$ cat src/rtl/fight_referee.sv
// Turn sequencer and damage resolver for the two-player fighting game: collects one action
// per player per turn, resolves both at once, owns both health counters and declares the result.
module fight_referee #(
  parameter int ACTION_TIMEOUT = 15,
  parameter int MAX_TURNS      = 8,
  parameter int TURN_W         = 4
) (
  input  logic              clk,
  input  logic              rst,
  input  logic              start,
  input  logic [2:0]        p1_action,
  input  logic              p1_valid,
  output logic              p1_ready,
  input  logic [2:0]        p2_action,
  input  logic              p2_valid,
  output logic              p2_ready,
  output logic [1:0]        p1_health,
  output logic [1:0]        p2_health,
  output logic              turn_done,
  output logic [TURN_W-1:0] turn_count,
  output logic              game_over,
  output logic [1:0]        winner
);

  localparam int                TO_W      = $clog2(ACTION_TIMEOUT + 1);
  localparam logic [TO_W-1:0]   TO_LAST   = TO_W'(ACTION_TIMEOUT - 1);
  localparam logic [TURN_W-1:0] TURN_LAST = TURN_W'(MAX_TURNS);

  typedef enum logic [1:0] {S_IDLE, S_COLLECT, S_RESOLVE, S_OVER} state_t;
  typedef enum logic [2:0] {
    A_KICK  = 3'b000,
    A_PUNCH = 3'b001,
    A_WAIT  = 3'b010,
    A_JUMP  = 3'b011,
    A_LEFT  = 3'b100,
    A_RIGHT = 3'b101
  } action_t;

  // Codes 110/111 fold to wait so the resolver only ever sees legal actions.
  function automatic action_t norm(input logic [2:0] a);
    return (a[2:1] == 2'b11) ? A_WAIT : action_t'(a);
  endfunction

  function automatic logic [1:0] damage(input action_t atk, input action_t tgt);
    logic [1:0] d;
    d = 2'd0;
    case (atk)
      A_KICK:  d = (tgt == A_JUMP) ? 2'd0 : ((tgt == A_WAIT) ? 2'd1 : 2'd2);
      A_PUNCH: d = (tgt == A_WAIT) ? 2'd0 : 2'd1;
      default: d = 2'd0;
    endcase
    return d;
  endfunction

  function automatic logic [1:0] sat_sub(input logic [1:0] hp, input logic [1:0] dmg);
    return (hp > dmg) ? (hp - dmg) : 2'd0;
  endfunction

  state_t            r_state, w_next;
  action_t           r_p1_act, r_p2_act, w_p1_eff, w_p2_eff;
  logic              r_p1_lat, r_p2_lat, r_restart, r_turn_done;
  logic [TO_W-1:0]   r_timeout;
  logic [1:0]        r_p1_hp, r_p2_hp, r_winner;
  logic [1:0]        w_p1_new_hp, w_p2_new_hp, w_winner;
  logic [TURN_W-1:0] r_turns, w_turns_next;
  logic              w_p1_take, w_p2_take, w_round_end;

  assign p1_ready   = (r_state == S_COLLECT) && !r_p1_lat;
  assign p2_ready   = (r_state == S_COLLECT) && !r_p2_lat;
  assign w_p1_take  = p1_valid && p1_ready;
  assign w_p2_take  = p2_valid && p2_ready;

  // A player still unlatched at RESOLVE can only be there by timeout, so it plays wait.
  assign w_p1_eff     = r_p1_lat ? r_p1_act : A_WAIT;
  assign w_p2_eff     = r_p2_lat ? r_p2_act : A_WAIT;
  assign w_p1_new_hp  = sat_sub(r_p1_hp, damage(w_p2_eff, w_p1_eff));
  assign w_p2_new_hp  = sat_sub(r_p2_hp, damage(w_p1_eff, w_p2_eff));
  assign w_turns_next = r_turns + 1'b1;
  assign w_round_end  = (w_p1_new_hp == 2'd0) || (w_p2_new_hp == 2'd0) ||
                        (w_turns_next == TURN_LAST);
  // Knockouts and turn-limit decisions both reduce to "higher health wins, tie is a draw".
  assign w_winner     = (w_p1_new_hp > w_p2_new_hp) ? 2'b01 :
                        (w_p2_new_hp > w_p1_new_hp) ? 2'b10 : 2'b11;

  assign p1_health  = r_p1_hp;
  assign p2_health  = r_p2_hp;
  assign turn_done  = r_turn_done;
  assign turn_count = r_turns;
  assign game_over  = (r_state == S_OVER);
  assign winner     = r_winner;

  // NOTE: every signal written here gets its default first, so no path can infer a latch.
  always_comb begin
    w_next = r_state;
    case (r_state)
      S_IDLE:    if (start || r_restart) w_next = S_COLLECT;
      S_COLLECT: if (((r_p1_lat || w_p1_take) && (r_p2_lat || w_p2_take)) ||
                     (r_timeout == TO_LAST)) w_next = S_RESOLVE;
      S_RESOLVE: w_next = w_round_end ? S_OVER : S_COLLECT;
      S_OVER:    if (start) w_next = S_IDLE;
      default:   w_next = S_IDLE;
    endcase
  end

  // NOTE: state registers use non-blocking assignments so every flop samples pre-edge values.
  always_ff @(posedge clk or posedge rst) begin
    if (rst) begin
      r_state     <= S_IDLE;
      r_p1_hp     <= 2'd3;
      r_p2_hp     <= 2'd3;
      r_turns     <= '0;
      r_turn_done <= 1'b0;
      r_winner    <= 2'b00;
      r_timeout   <= '0;
      r_p1_lat    <= 1'b0;
      r_p2_lat    <= 1'b0;
      r_p1_act    <= A_KICK;
      r_p2_act    <= A_KICK;
      r_restart   <= 1'b0;
    end else begin
      r_state     <= w_next;
      r_turn_done <= 1'b0;
      case (r_state)
        S_IDLE: begin
          r_restart <= 1'b0;
          if (start || r_restart) begin
            r_p1_hp   <= 2'd3;
            r_p2_hp   <= 2'd3;
            r_turns   <= '0;
            r_winner  <= 2'b00;
            r_timeout <= '0;
          end
        end
        S_COLLECT: begin
          r_timeout <= r_timeout + 1'b1;
          if (w_p1_take) begin
            r_p1_lat <= 1'b1;
            r_p1_act <= norm(p1_action);
          end
          if (w_p2_take) begin
            r_p2_lat <= 1'b1;
            r_p2_act <= norm(p2_action);
          end
        end
        S_RESOLVE: begin
          r_p1_hp     <= w_p1_new_hp;
          r_p2_hp     <= w_p2_new_hp;
          r_turns     <= w_turns_next;
          r_turn_done <= 1'b1;
          r_p1_lat    <= 1'b0;
          r_p2_lat    <= 1'b0;
          r_p1_act    <= A_KICK;
          r_p2_act    <= A_KICK;
          r_timeout   <= '0;
          if (w_round_end) r_winner <= w_winner;
        end
        S_OVER: begin
          if (start) begin
            r_p1_hp   <= 2'd3;
            r_p2_hp   <= 2'd3;
            r_turns   <= '0;
            r_winner  <= 2'b00;
            r_restart <= 1'b1;
          end
        end
        default: ;
      endcase
    end
  end

endmodule

$ cat config.mk
export PLATFORM = sky130hd
export DESIGN_NAME = fight_referee
export DESIGN_NICKNAME = d
export VERILOG_FILES = /design/src/rtl/fight_referee.sv
export SDC_FILE = /design/constraint.sdc
export NUM_CORES = 1
export LEC_CHECK = 0
export BUFFER_PORTS_ARGS = -buffer_cell sky130_fd_sc_hd__buf_2
export CORE_MARGIN = 1.5
export CORE_UTILIZATION = 28
export CTS_BUF_LIST = sky130_fd_sc_hd__clkbuf_4
export DETAILED_ROUTE_END_ITERATION = 16
export PLACE_DENSITY = 0.43
export SLEW_MARGIN = 20
export SYNTH_ARGS = -nofsm -noshare
export SYNTH_HDL_FRONTEND = slang
export SYNTH_SLANG_ARGS = --single-unit
$ cat constraint.sdc
create_clock -name clk -period 5.01 [get_ports clk]
set_clock_uncertainty 0.15 [all_clocks]
set_input_delay 0.501 -clock clk [delete_from_list [all_inputs] [get_ports clk]]
set_output_delay 0.501 -clock clk [all_outputs]
set_load 0.03 [all_outputs]
==> results.txt, run 1 <==
----------------------------------------------------
[Synthesis]
  Number of flops mapped to enable cells by yosys ... 0
  Area of the mapped netlist ... 1559 um^2
  Mapped Cells ... ~160
  Seq/Total Area, Yosys ... 0.4205
  Syn. warnings ... 0
  Commonest register cell after synthesis ... sky130_fd_sc_hd__dfrtp_1
  Mean area per synthesized cell ... 9.867 um^2
  #FFs+latches synth ... 26
  Async SR Flop Fraction ... 1.000
  Total nets after synthesis ... 180
  Number of distinct library cells after synthesis ... 41

[Final layout]
  Area used by sequential logic in the layout ... 655.6 um^2
  Fraction of layout cells with a size suffix above 1 ... 0.2131
  Number of fill cells in the layout ... 550
  Number of diodes added for antenna fixing ... 0
  Multi-input gate area ... 837.1 um^2
  Area growth syn-to-layout ... 13.88%
  Post-layout nets ... between 200 and 250
  Final Instance Area ... 1775 um^2

[CTS]
  CTS Buf Count ... 3
  Cts hold-fix bufs ... 0
  Clock tree from TritonCTS ... done
  Worst-path clk slew ... 0.16 ns
  Post CTS Setup Buffer Count ... 0
  Number of gates resized after cts ... 0
  CTS sink count ... 26
  Number of levels in the clock H-tree ... 1
  Number of buffers on the longest clock path ... 2
  Worst skew pair latency ... 0.33 ns
  Clk Tree Root Cell ... sky130_fd_sc_hd__clkbuf_4

[Routing]
  Routed WL ... 3251 um
  First drt pass iteration count ... 4
  WL/cell ... 12.85 um
  DRT antenna net count ... 0
  Detailed router's first-iteration violation count ... 46
  Via count ... 1253
  Average vias per placed instance ... 4.953
  DRC violation count after routing ... 0

[Setup path]
  Startpoint types ... register
  Cell depth of the worst flop-to-flop path ... 13
  Crit path DAT ... 3.06 ns
  Flop-to-flop setup slack ... between 2 and 2.5 ns
  Worst-path fanout max ... 3
  R2R Path Start ... r_p2_act[2]
  Start point of the critical path ... r_p2_act[2]
  Critical path type ... reg -> reg
  Required time of the critical path ... approximately 5 ns
  Worst setup EP type ... register
  Cells along the critical path ... nand2b_1 > o21ai_0 > xor2_1 > and2_1 > ha_1 > inv_1 > fa_1 > nand2_1 > a21oi_1 > ha_1 > a21o_1 > a21oi_1 > a22o_1
  Setup crit end ... winner[0]
  Cell type of the slowest stage on the worst timing path ... sky130_fd_sc_hd__fa_1
  Largest stage delay, worst path ... roughly 0.50 ns
  Critical register-to-register path endpoint ... winner[0]

[Job]
  Number of max-cap violations ... 0

[Floorplan]
  Core footprint ... 5238 um^2
  Initial cell density of the core ... 0.2977
  Row cnt ... 26
  Die X ... about 78 um
  Number of primary I/O pins ... 25
  Vertical die dimension ... 77.62 um
  Die Footprint ... between 6000 and 7000 um^2

[STA]
  Period Utilization, post-route ... 0.5844
  RSZ-0062 raised after global routing ... no
  Highest clock rate ... 0.3415 GHz
  Final hold slack ... 0.03820 ns
  Transition time at the pin with the least slew margin ... 0.5500 ns
  Final slew viol count ... 0
  Headroom to the max-slew limit ... 0.6328
  Minimum clock period after layout ... 2.928 ns
  Hold Violations, Final ... 0
  Number of failing setup endpoints in the final timing report ... 0
  Post-route setup TNS ... 0 ns

[Power and ir drop]
  Peak ir drop on the vdd network ... between 0.0002 and 0.00025 V
  Power density of the placed cells ... around 660 nW/um^2
  Leakage power summed over all cells ... around 0.86 nW

[Global routing]
  Maximum number of pins on one net before global-route repair ... 27
  All-Layer GR Usage ... 0.1155
  Via count of the first global-routing pass ... 1168
  Remaining global-route overflow ... 0
  Initial antenna violation count ... 0
  Global-route wire length before repair ... 5595 um

[Outcome]
  Outcome ... finished, final reports clean

[Placed design]
  Placed cell area ... 1749 um^2
  PortBufs ... 24
  Post-DP HPWL ... ~2400 um
  Routability congestion estimate from global placement ... 0.7370

[Worst hold path]
  HP Class ... in -> async

----------------------------------------------------
## through the flow
step / cells / util / total power, W / setup WS [ns]
2_1_floorplan: 158 / - / 0.0009244 / 2.296
3_3_place_gp: 249 / 0.3340 / 0.001075 / 2.130
3_5_place_dp: 249 / 0.3340 / 0.001085 / 2.077
4_1_cts: 253 / 0.3390 / 0.001181 / 2.064
5_1_grt: 253 / 0.3390 / 0.001283 / 1.869
6_report: 253 / 0.3390 / 0.001163 / 2.082
## cell usage in the layout (no fill, tap or decap), types with 2 or more instances in the layout
master / count
sky130_fd_sc_hd__and3b_1: 2
sky130_fd_sc_hd__o21ai_0: 14
sky130_fd_sc_hd__nand3_1: 5
sky130_fd_sc_hd__a31oi_1: 5
sky130_fd_sc_hd__inv_2: 3
sky130_fd_sc_hd__nor3b_1: 2
sky130_fd_sc_hd__nand2_1: 13
sky130_fd_sc_hd__xor2_1: 3
sky130_fd_sc_hd__a22o_1: 4
sky130_fd_sc_hd__a21o_1: 2
sky130_fd_sc_hd__and2_1: 3
sky130_fd_sc_hd__dfstp_2: 4
sky130_fd_sc_hd__a21oi_1: 6
sky130_fd_sc_hd__nand3b_1: 3
sky130_fd_sc_hd__buf_2: 24
sky130_fd_sc_hd__ha_1: 9
sky130_fd_sc_hd__nor3b_4: 2
sky130_fd_sc_hd__nand2b_1: 7
sky130_fd_sc_hd__o2bb2ai_1: 2
sky130_fd_sc_hd__clkbuf_4: 3
sky130_fd_sc_hd__inv_1: 10
sky130_fd_sc_hd__and3_1: 2
sky130_fd_sc_hd__fa_1: 2
sky130_fd_sc_hd__nand4b_1: 2
sky130_fd_sc_hd__dfrtp_1: 22
sky130_fd_sc_hd__o211ai_1: 2
sky130_fd_sc_hd__nor2_1: 11
sky130_fd_sc_hd__a22oi_1: 2
## worst min path at each step
stage | slack [ns] | end | from
floorplan | 0.37 | r_timeout[0] | r_timeout[0]
global placement | 0.33 | winner[0] | winner[0]
detailed placement | 0.33 | winner[1] | winner[1]
CTS | 0.23 | r_p2_act[0] | p2_action[0]
global route | 0.07 | turn_count[2] | rst
finish | 0.04 | turn_count[2] | rst
## layout make-up
class	instances	area share
multi-input combinational	116	0.4715
sequential	26	0.3693
timing repair buffer	24	0.06765
tap	70	0.04933
inverter	13	0.02748
clock buffer	3	0.01269
clock inverter	1	0.002114
## report_power, final
group,switching [W],internal [W]
combinational,0.000385,0.000269
clock,0.0000649,0.0000292
sequential,0.000114,0.000302
## kinds of logic (layout without fill, tap and decap cells)
group / count (synthesis) / after routing / share of synthesized area
compound gates: 46 / 46 / 0.2095
xor+xnor: 3 / 3 / 0.01686
fa+ha+maj: 11 / 11 / 0.09792
buf+inv: 16 / 41 / 0.04254
flops: 26 / 26 / 0.4205
simple gates: 56 / 56 / 0.2127
## per-layer routing
layer	wire, um	track usage	share of wire
met1	1515	0.1522	0.47
met2	1637	0.1948	0.50
met3	70	0.02471	0.022
met4	27	0.02182	0.0083
met5	0	0	0
## worst max-delay path, delay by kind of cell (launching register included)
family / cells / cell delay [ns]
AND/OR/NAND/NOR: 3 / 0.36
flip-flops: 1 / 0.42
AO/OA/AOI/OAI: 5 / 0.84
buffers and inverters: 1 / 0.05
XOR/XNOR: 1 / 0.15
adder cells (fa/ha/maj): 3 / 0.92
## cell usage after synthesis, types with 2 or more instances
master / instances / area, um^2
sky130_fd_sc_hd__nand2b_1: 7 / 43.79
sky130_fd_sc_hd__fa_1: 2 / 40.04
sky130_fd_sc_hd__o21ai_0: 14 / 70.07
sky130_fd_sc_hd__o2bb2ai_1: 2 / 17.52
sky130_fd_sc_hd__buf_2: 2 / 10.01
sky130_fd_sc_hd__nand4b_1: 2 / 17.52
sky130_fd_sc_hd__a31oi_1: 5 / 31.28
sky130_fd_sc_hd__a22o_1: 4 / 35.03
sky130_fd_sc_hd__ha_1: 9 / 112.6
sky130_fd_sc_hd__nand3_1: 5 / 25.02
sky130_fd_sc_hd__nand3b_1: 3 / 22.52
sky130_fd_sc_hd__o211ai_1: 2 / 15.01
sky130_fd_sc_hd__inv_1: 11 / 41.29
sky130_fd_sc_hd__a22oi_1: 2 / 15.01
sky130_fd_sc_hd__nand2_1: 13 / 48.80
sky130_fd_sc_hd__a21oi_1: 6 / 30.03
sky130_fd_sc_hd__dfrtp_1: 22 / 550.5
sky130_fd_sc_hd__and3b_1: 2 / 17.52
sky130_fd_sc_hd__nor3b_1: 2 / 15.01
sky130_fd_sc_hd__nor2_1: 11 / 41.29
sky130_fd_sc_hd__and2_1: 3 / 18.77
sky130_fd_sc_hd__a21o_1: 2 / 15.01
sky130_fd_sc_hd__nor3b_4: 2 / 37.54
sky130_fd_sc_hd__and3_1: 2 / 12.51
sky130_fd_sc_hd__dfstp_2: 4 / 105.1
sky130_fd_sc_hd__inv_2: 2 / 7.510
sky130_fd_sc_hd__xor2_1: 3 / 26.28
## flip-flops by register name, indices dropped and copies added, names as in the netlist
name        cells
r_timeout       4
turn_count      4
r_p1_act        3
r_p2_act        3
p1_health       2
p2_health       2
r_state         2
winner          2
r_p1_lat        1
r_p2_lat        1
r_restart       1
turn_done       1
No activity file was read; power rests on OpenSTA's default activity.
==> inputs of run 2 (changes only) <==
==> constraint.sdc (replaced) <==
create_clock -name clk -period 3 [get_ports clk]
set_clock_uncertainty 0.15 [all_clocks]
set_input_delay 0.3 -clock clk [delete_from_list [all_inputs] [get_ports clk]]
set_output_delay 0.3 -clock clk [all_outputs]
set_load 0.03 [all_outputs]
==> run 2 against run 1 <==
Critical path depth shrank 2. Routed wire length up 3.5%. First-iteration DRC count decreased by 24%. Sequential power up 64%. Setup slack worse by 1.9 ns. Utilization rose by 1.1 points. Final area grew 3.1%. Register-to-register slack worse by 1.9 ns. Power grew 71%. Clock power is 68% higher. Fmax rose by 2.4%. Hold slack better by 0.00072 ns. Critical endpoint unchanged. Highest routed layer unchanged.
==> results.txt, run 2 (same netlist as run 1, synthesis figures left out) <==
----------------------------------------------------
[Routing]
  Highest layer used for signal routing ... met4
  Routed WL ... approximately 3400 um
  WL/cell ... 13.00 um
  Routed wire length on met2 ... between 1500 and 2000 um
  Average vias per placed instance ... 4.853
  Routed length on met1 ... 1540 um
  Via count ... 1257
  Routed length on met3 ... 62 um
  DRC violation count after routing ... 0
  First drt pass iteration count ... 5
  DRT antenna net count ... 0
  Detailed router's first-iteration violation count ... 35

[Floorplan]
  Die X ... between 70 and 80 um
  Row cnt ... 26
  Die Footprint ... 6024 um^2
  Vertical die dimension ... a little under 80 um
  Number of primary I/O pins ... 25
  Initial cell density of the core ... 0.2977
  Core footprint ... 5238 um^2

[Setup path]
  Cell type of the slowest stage on the worst timing path ... sky130_fd_sc_hd__fa_1
  Crit-path leading delay family ... adder cells
  Number of gates on the worst path with buffers counted ... 11
  Required time of the critical path ... 3.08 ns
  Critical path buffer and inverter count ... 0
  R2R Path Start ... r_p1_act[2]
  Worst-path fanout max ... 3
  Cell depth of the worst flop-to-flop path ... 11
  Critical register-to-register path endpoint ... winner[0]
  Cells along the critical path ... nand2b_1 > o21ai_2 > xor2_1 > and2_1 > ha_1 > fa_1 > a211o_1 > ha_1 > a21o_1 > a21oi_1 > a22o_1
  Largest stage delay, worst path ... 0.46 ns
  Startpoint types ... register
  CP most frequent cell ... sky130_fd_sc_hd__ha_1
  Crit path DAT ... 2.94 ns
  Flop-to-flop setup slack ... 0.14 ns
  Critical path type ... reg -> reg
  Worst setup EP type ... register

[Outcome]
  Outcome ... finished, final reports clean

[Global routing]
  Global-route wire length before repair ... 5651 um
  Via count of the first global-routing pass ... 1250
  Maximum number of pins on one net before global-route repair ... 16
  Initial antenna violation count ... 0
  All-Layer GR Usage ... 0.1182
  Remaining global-route overflow ... 0

[STA]
  Headroom to the max-slew limit ... 0.5901
  Minimum clock period after layout ... 2.860 ns
  Hold Violations, Final ... 0
  Post-route setup TNS ... 0 ns
  Worst setup slack after layout ... 0.1397 ns
  Final hold slack ... 0.03892 ns
  RSZ-0062 raised after global routing ... no
  Highest clock rate ... 0.3496 GHz
  Transition time at the pin with the least slew margin ... 0.6142 ns
  Final slew viol count ... 0
  Number of failing setup endpoints in the final timing report ... 0
  Period Utilization, post-route ... 0.9534

[Final layout]
  Commonest cells after routing, fill and taps aside ... sky130_fd_sc_hd__buf_2, sky130_fd_sc_hd__dfrtp_1, sky130_fd_sc_hd__nand2_1
  Post-layout nets ... 212
  Fraction of layout cells with a size suffix above 1 ... 0.2381
  Area growth syn-to-layout ... 17.42%
  Number of diodes added for antenna fixing ... 0
  Most common library cell in the layout ignoring fill and taps ... sky130_fd_sc_hd__buf_2
  Number of fill cells in the layout ... 536
  Final core utilization ... 0.3495

[CTS]
  Number of buffers on the longest clock path ... 2
  CTS Buf Count ... 3
  Number of levels in the clock H-tree ... 1
  Worst skew pair latency ... 0.32 ns
  CTS sink count ... 26
  Worst-path clk slew ... 0.15 ns
  Clk Tree Root Cell ... sky130_fd_sc_hd__clkbuf_4
  Clock tree from TritonCTS ... done
  Post CTS Setup Buffer Count ... 0

[Power and ir drop]
  Peak ir drop on the vdd network ... between 0.0003 and 0.0004 V
  Power density of the placed cells ... 1089 nW/um^2
  Tot Pwr ... 0.001994 W
  Leakage power summed over all cells ... 0.8898 nW

[Worst hold path]
  Worst-case hold path end point ... r_p1_act[0]
  HP Class ... in -> reg
  Hold path start ... p1_action[0]
  Hold Path Stages ... 3

[Placed design]
  PortBufs ... 24
  Routability congestion estimate from global placement ... between 0.7 and 0.8
  Post-Place Setup Slack ... about 0.081 ns
  Post-DP HPWL ... 2556 um

[Job]
  Number of max-cap violations ... 0

----------------------------------------------------
## run 2: layout make-up
cell class,instances,area (um^2),share of cell area
sequential,26,655.6,0.3582
tap,70,87.58,0.04785
clock buffer,3,22.52,0.01230
timing repair buffer,30,167.7,0.09159
inverter,13,48.80,0.02666
clock inverter,1,3.754,0.002051
multi-input combinational,116,844.6,0.4614
## run 2: worst reg2reg max path: stages (launching register included)
cell                       delay [ns]
sky130_fd_sc_hd__dfrtp_1         0.43
sky130_fd_sc_hd__nand2b_1        0.18
sky130_fd_sc_hd__o21ai_2         0.13
sky130_fd_sc_hd__xor2_1          0.07
sky130_fd_sc_hd__and2_1          0.16
sky130_fd_sc_hd__ha_1            0.18
sky130_fd_sc_hd__fa_1            0.46
sky130_fd_sc_hd__a211o_1         0.27
sky130_fd_sc_hd__ha_1            0.30
sky130_fd_sc_hd__a21o_1          0.13
sky130_fd_sc_hd__a21oi_1         0.06
sky130_fd_sc_hd__a22o_1          0.25
## run 2: worst max-delay path by stage
stage	from	endpoint	slack, ns
6_report	r_p1_act[2]	winner[0]	0.14
5_1_grt	r_p1_act[2]	winner[0]	0.02
4_1_cts	r_p1_act[2]	winner[0]	0.05
3_5_place_dp	r_p1_act[2]	winner[0]	0.08
3_3_place_gp	r_p1_act[2]	winner[0]	0.13
2_1_floorplan	r_p1_act[2]	winner[0]	0.29
## run 2: repair_timing
item,in CTS,in global routing
resized for setup,0,4
hold buffers,1,0
hold endpoints to repair,13,0
setup endpoints to repair,0,2
## run 2: stage by stage
| step | cell area (um^2) | std cells |
|---|---|---|
| 2_1_floorplan | 1559 | 158 |
| 6_report | 1831 | 259 |
| 3_3_place_gp | 1787 | 254 |
| 3_5_place_dp | 1787 | 254 |
| 5_1_grt | 1831 | 259 |
| 4_1_cts | 1823 | 259 |
## run 2: power breakdown
part / internal [W] / switching (W)
logic: 0.000482 / 0.000670
clock network: 0.0000488 / 0.000109
registers: 0.000504 / 0.000180
## run 2: routing by layer
metal,up-vias,GRT usage
met4,0,0.04364
li1,624,-
met5,-,0
met3,2,0.01765
met2,12,0.2148
met1,619,0.1390
==> inputs of run 3 (changes only) <==
==> constraint.sdc (replaced) <==
create_clock -name clk -period 3 [get_ports clk]
set_clock_uncertainty 0.15 [all_clocks]
set_input_delay 0.15 -clock clk [delete_from_list [all_inputs] [get_ports clk]]
set_output_delay 0.15 -clock clk [all_outputs]
set_load 0.03 [all_outputs]
==> run 3 against run 2 <==
Cell count is 2.7% higher. Non-clock buffer count grew 7. Sequential share of layout area fell by 1.3 points. Sequential cell count unchanged. Routed wire length grew 3.4%. Highest routed layer unchanged.
==> results.txt, run 3 (same netlist as run 1, synthesis figures left out) <==
----------------------------------------------------
[STA]
  Final slew viol count ... 0
  Number of failing setup endpoints in the final timing report ... 0
  Transition time at the pin with the least slew margin ... 0.5787 ns
  Post-route setup TNS ... 0 ns
  Headroom to the max-slew limit ... 0.6136
  Period Utilization, post-route ... 0.9623
  Highest clock rate ... 0.3464 GHz
  Hold Violations, Final ... 0
  Minimum clock period after layout ... 2.887 ns

[Setup path]
  Cell type of the slowest stage on the worst timing path ... sky130_fd_sc_hd__fa_1
  Startpoint types ... register
  Crit path DAT ... slightly below 3 ns
  Worst-path fanout max ... 3
  R2R Path Start ... r_p1_act[2]
  Largest stage delay, worst path ... around 0.46 ns
  Start point of the critical path ... r_p1_act[2]
  Critical path buffer and inverter count ... 0
  Crit-path leading delay family ... adder cells
  Required time of the critical path ... 3.07 ns
  Critical path type ... reg -> reg
  Cells along the critical path ... nand2b_1 > o21ai_2 > xor2_1 > and2_1 > ha_1 > fa_1 > a211o_1 > ha_1 > a21o_1 > a21oi_1 > a22o_1
  Worst setup EP type ... register
  CP most frequent cell ... sky130_fd_sc_hd__ha_1

[CTS]
  Clk Tree Root Cell ... sky130_fd_sc_hd__clkbuf_4
  Number of levels in the clock H-tree ... 1
  Number of buffers on the longest clock path ... 2
  Worst-path clk slew ... ~0.16 ns
  Worst skew pair latency ... 0.33 ns
  Clock tree from TritonCTS ... done
  CTS Buf Count ... 3
  Post CTS Setup Buffer Count ... 0
  CTS sink count ... 26

[Final layout]
  Most common library cell in the layout ignoring fill and taps ... sky130_fd_sc_hd__buf_2
  Post-layout nets ... approximately 220
  Final core utilization ... 0.3631
  Commonest cells after routing, fill and taps aside ... sky130_fd_sc_hd__buf_2, sky130_fd_sc_hd__dfrtp_1, sky130_fd_sc_hd__nand2_1
  Final Instance Area ... 1902 um^2
  Fraction of layout cells with a size suffix above 1 ... 0.2194
  Area growth syn-to-layout ... 21.99%
  Number of diodes added for antenna fixing ... 0

[Routing]
  First drt pass iteration count ... 4
  Detailed router's first-iteration violation count ... 51
  WL/cell ... 13.09 um
  Via count ... around 1.3k
  DRT antenna net count ... 0
  Routed WL ... roughly 3500 um
  Average vias per placed instance ... 4.868
  DRC violation count after routing ... 0

[Global routing]
  Initial antenna violation count ... 0
  Global-route wire length before repair ... 5885 um
  Remaining global-route overflow ... 0
  Maximum number of pins on one net before global-route repair ... 27
  All-Layer GR Usage ... 0.1224
  Via count of the first global-routing pass ... 1299

[Worst hold path]
  Hold path start ... p1_valid
  HP Class ... in -> reg

[Outcome]
  Outcome ... finished, final reports clean

[Placed design]
  Post-DP HPWL ... 2519 um
  Routability congestion estimate from global placement ... 0.7440
  PortBufs ... 24
  Placed cell area ... 1772 um^2

[Floorplan]
  Number of primary I/O pins ... 25
  Initial cell density of the core ... 0.2977
  Vertical die dimension ... 77.62 um
  Die X ... slightly below 80 um
  Core footprint ... 5238 um^2
  Row cnt ... 26
  Die Footprint ... 6024 um^2

[Power and ir drop]
  Leakage power summed over all cells ... around 0.9 nW
  Peak ir drop on the vdd network ... 0.0003456 V
  Power density of the placed cells ... 1049 nW/um^2
  Tot Pwr ... 0.001995 W

[Job]
  Number of max-cap violations ... 0

----------------------------------------------------
[run 3: layer usage]
layer / GRT usage / vias up / wire, um
met5: 0 / - / 0
met3: 0.01765 / 2 / 82
met1: 0.1464 / 644 / 1568
met2: 0.2209 / 12 / 1803
li1: - / 637 / -
met4: 0.04364 / 0 / 27
[run 3: final timing paths]
| path | endpoint | slack (ns) | cells after the start |
|---|---|---|---|
| max | winner[0] | 0.11 | 11 |
| max in group asynchronous | p1_health[0] | 2.06 | 3 |
| min in group asynchronous | turn_done | 0.25 | 3 |
| max reg2reg | winner[0] | 0.11 | 11 |
| min reg2reg | p1_health[0] | 0.36 | 2 |
| min | r_p1_lat | 0.07 | 4 |
[run 3: tightest hold or removal path: cells and delay by family]
kind / cells / cell delay, ns
and+or+nand+nor: 3 / 0.28
buffers and inverters: 1 / 0.11
[run 3: timing repair]
item                                   4_1_cts  5_1_grt
hold buffers                                10        0
setup endpoints to repair                    0        2
resized for setup                            0        3
endpoints found under the hold margin       29        0
[run 3: cell type report]
| type | count | area [um^2] |
|---|---|---|
| Inverter | 13 | 48.80 |
| Clock inverter | 1 | 3.754 |
| Timing Repair Buffer | 37 | 242.7 |
| Fill cell | 538 | 3336 |
| Tap cell | 70 | 87.58 |
| Multi-Input combinational cell | 116 | 840.8 |
| Clock buffer | 3 | 22.52 |
| Sequential cell | 26 | 655.6 |
[run 3: stage by stage]
step	hold WS [ns]	setup slack [ns]	instances
2_1_floorplan	0.03705	0.2862	158
3_3_place_gp	0.2291	0.1217	252
3_5_place_dp	0.2431	0.08240	252
4_1_cts	0.05965	0.04138	266
5_1_grt	0.07748	-0.003604	266
6_report	0.07414	0.1132	266
[run 3: power by group]
| group | internal [W] | switching, W |
|---|---|---|
| combinational | 0.000488 | 0.000673 |
| clock | 0.0000488 | 0.000108 |
| sequential | 0.000504 | 0.000173 |
| total | 0.00104 | 0.000954 |
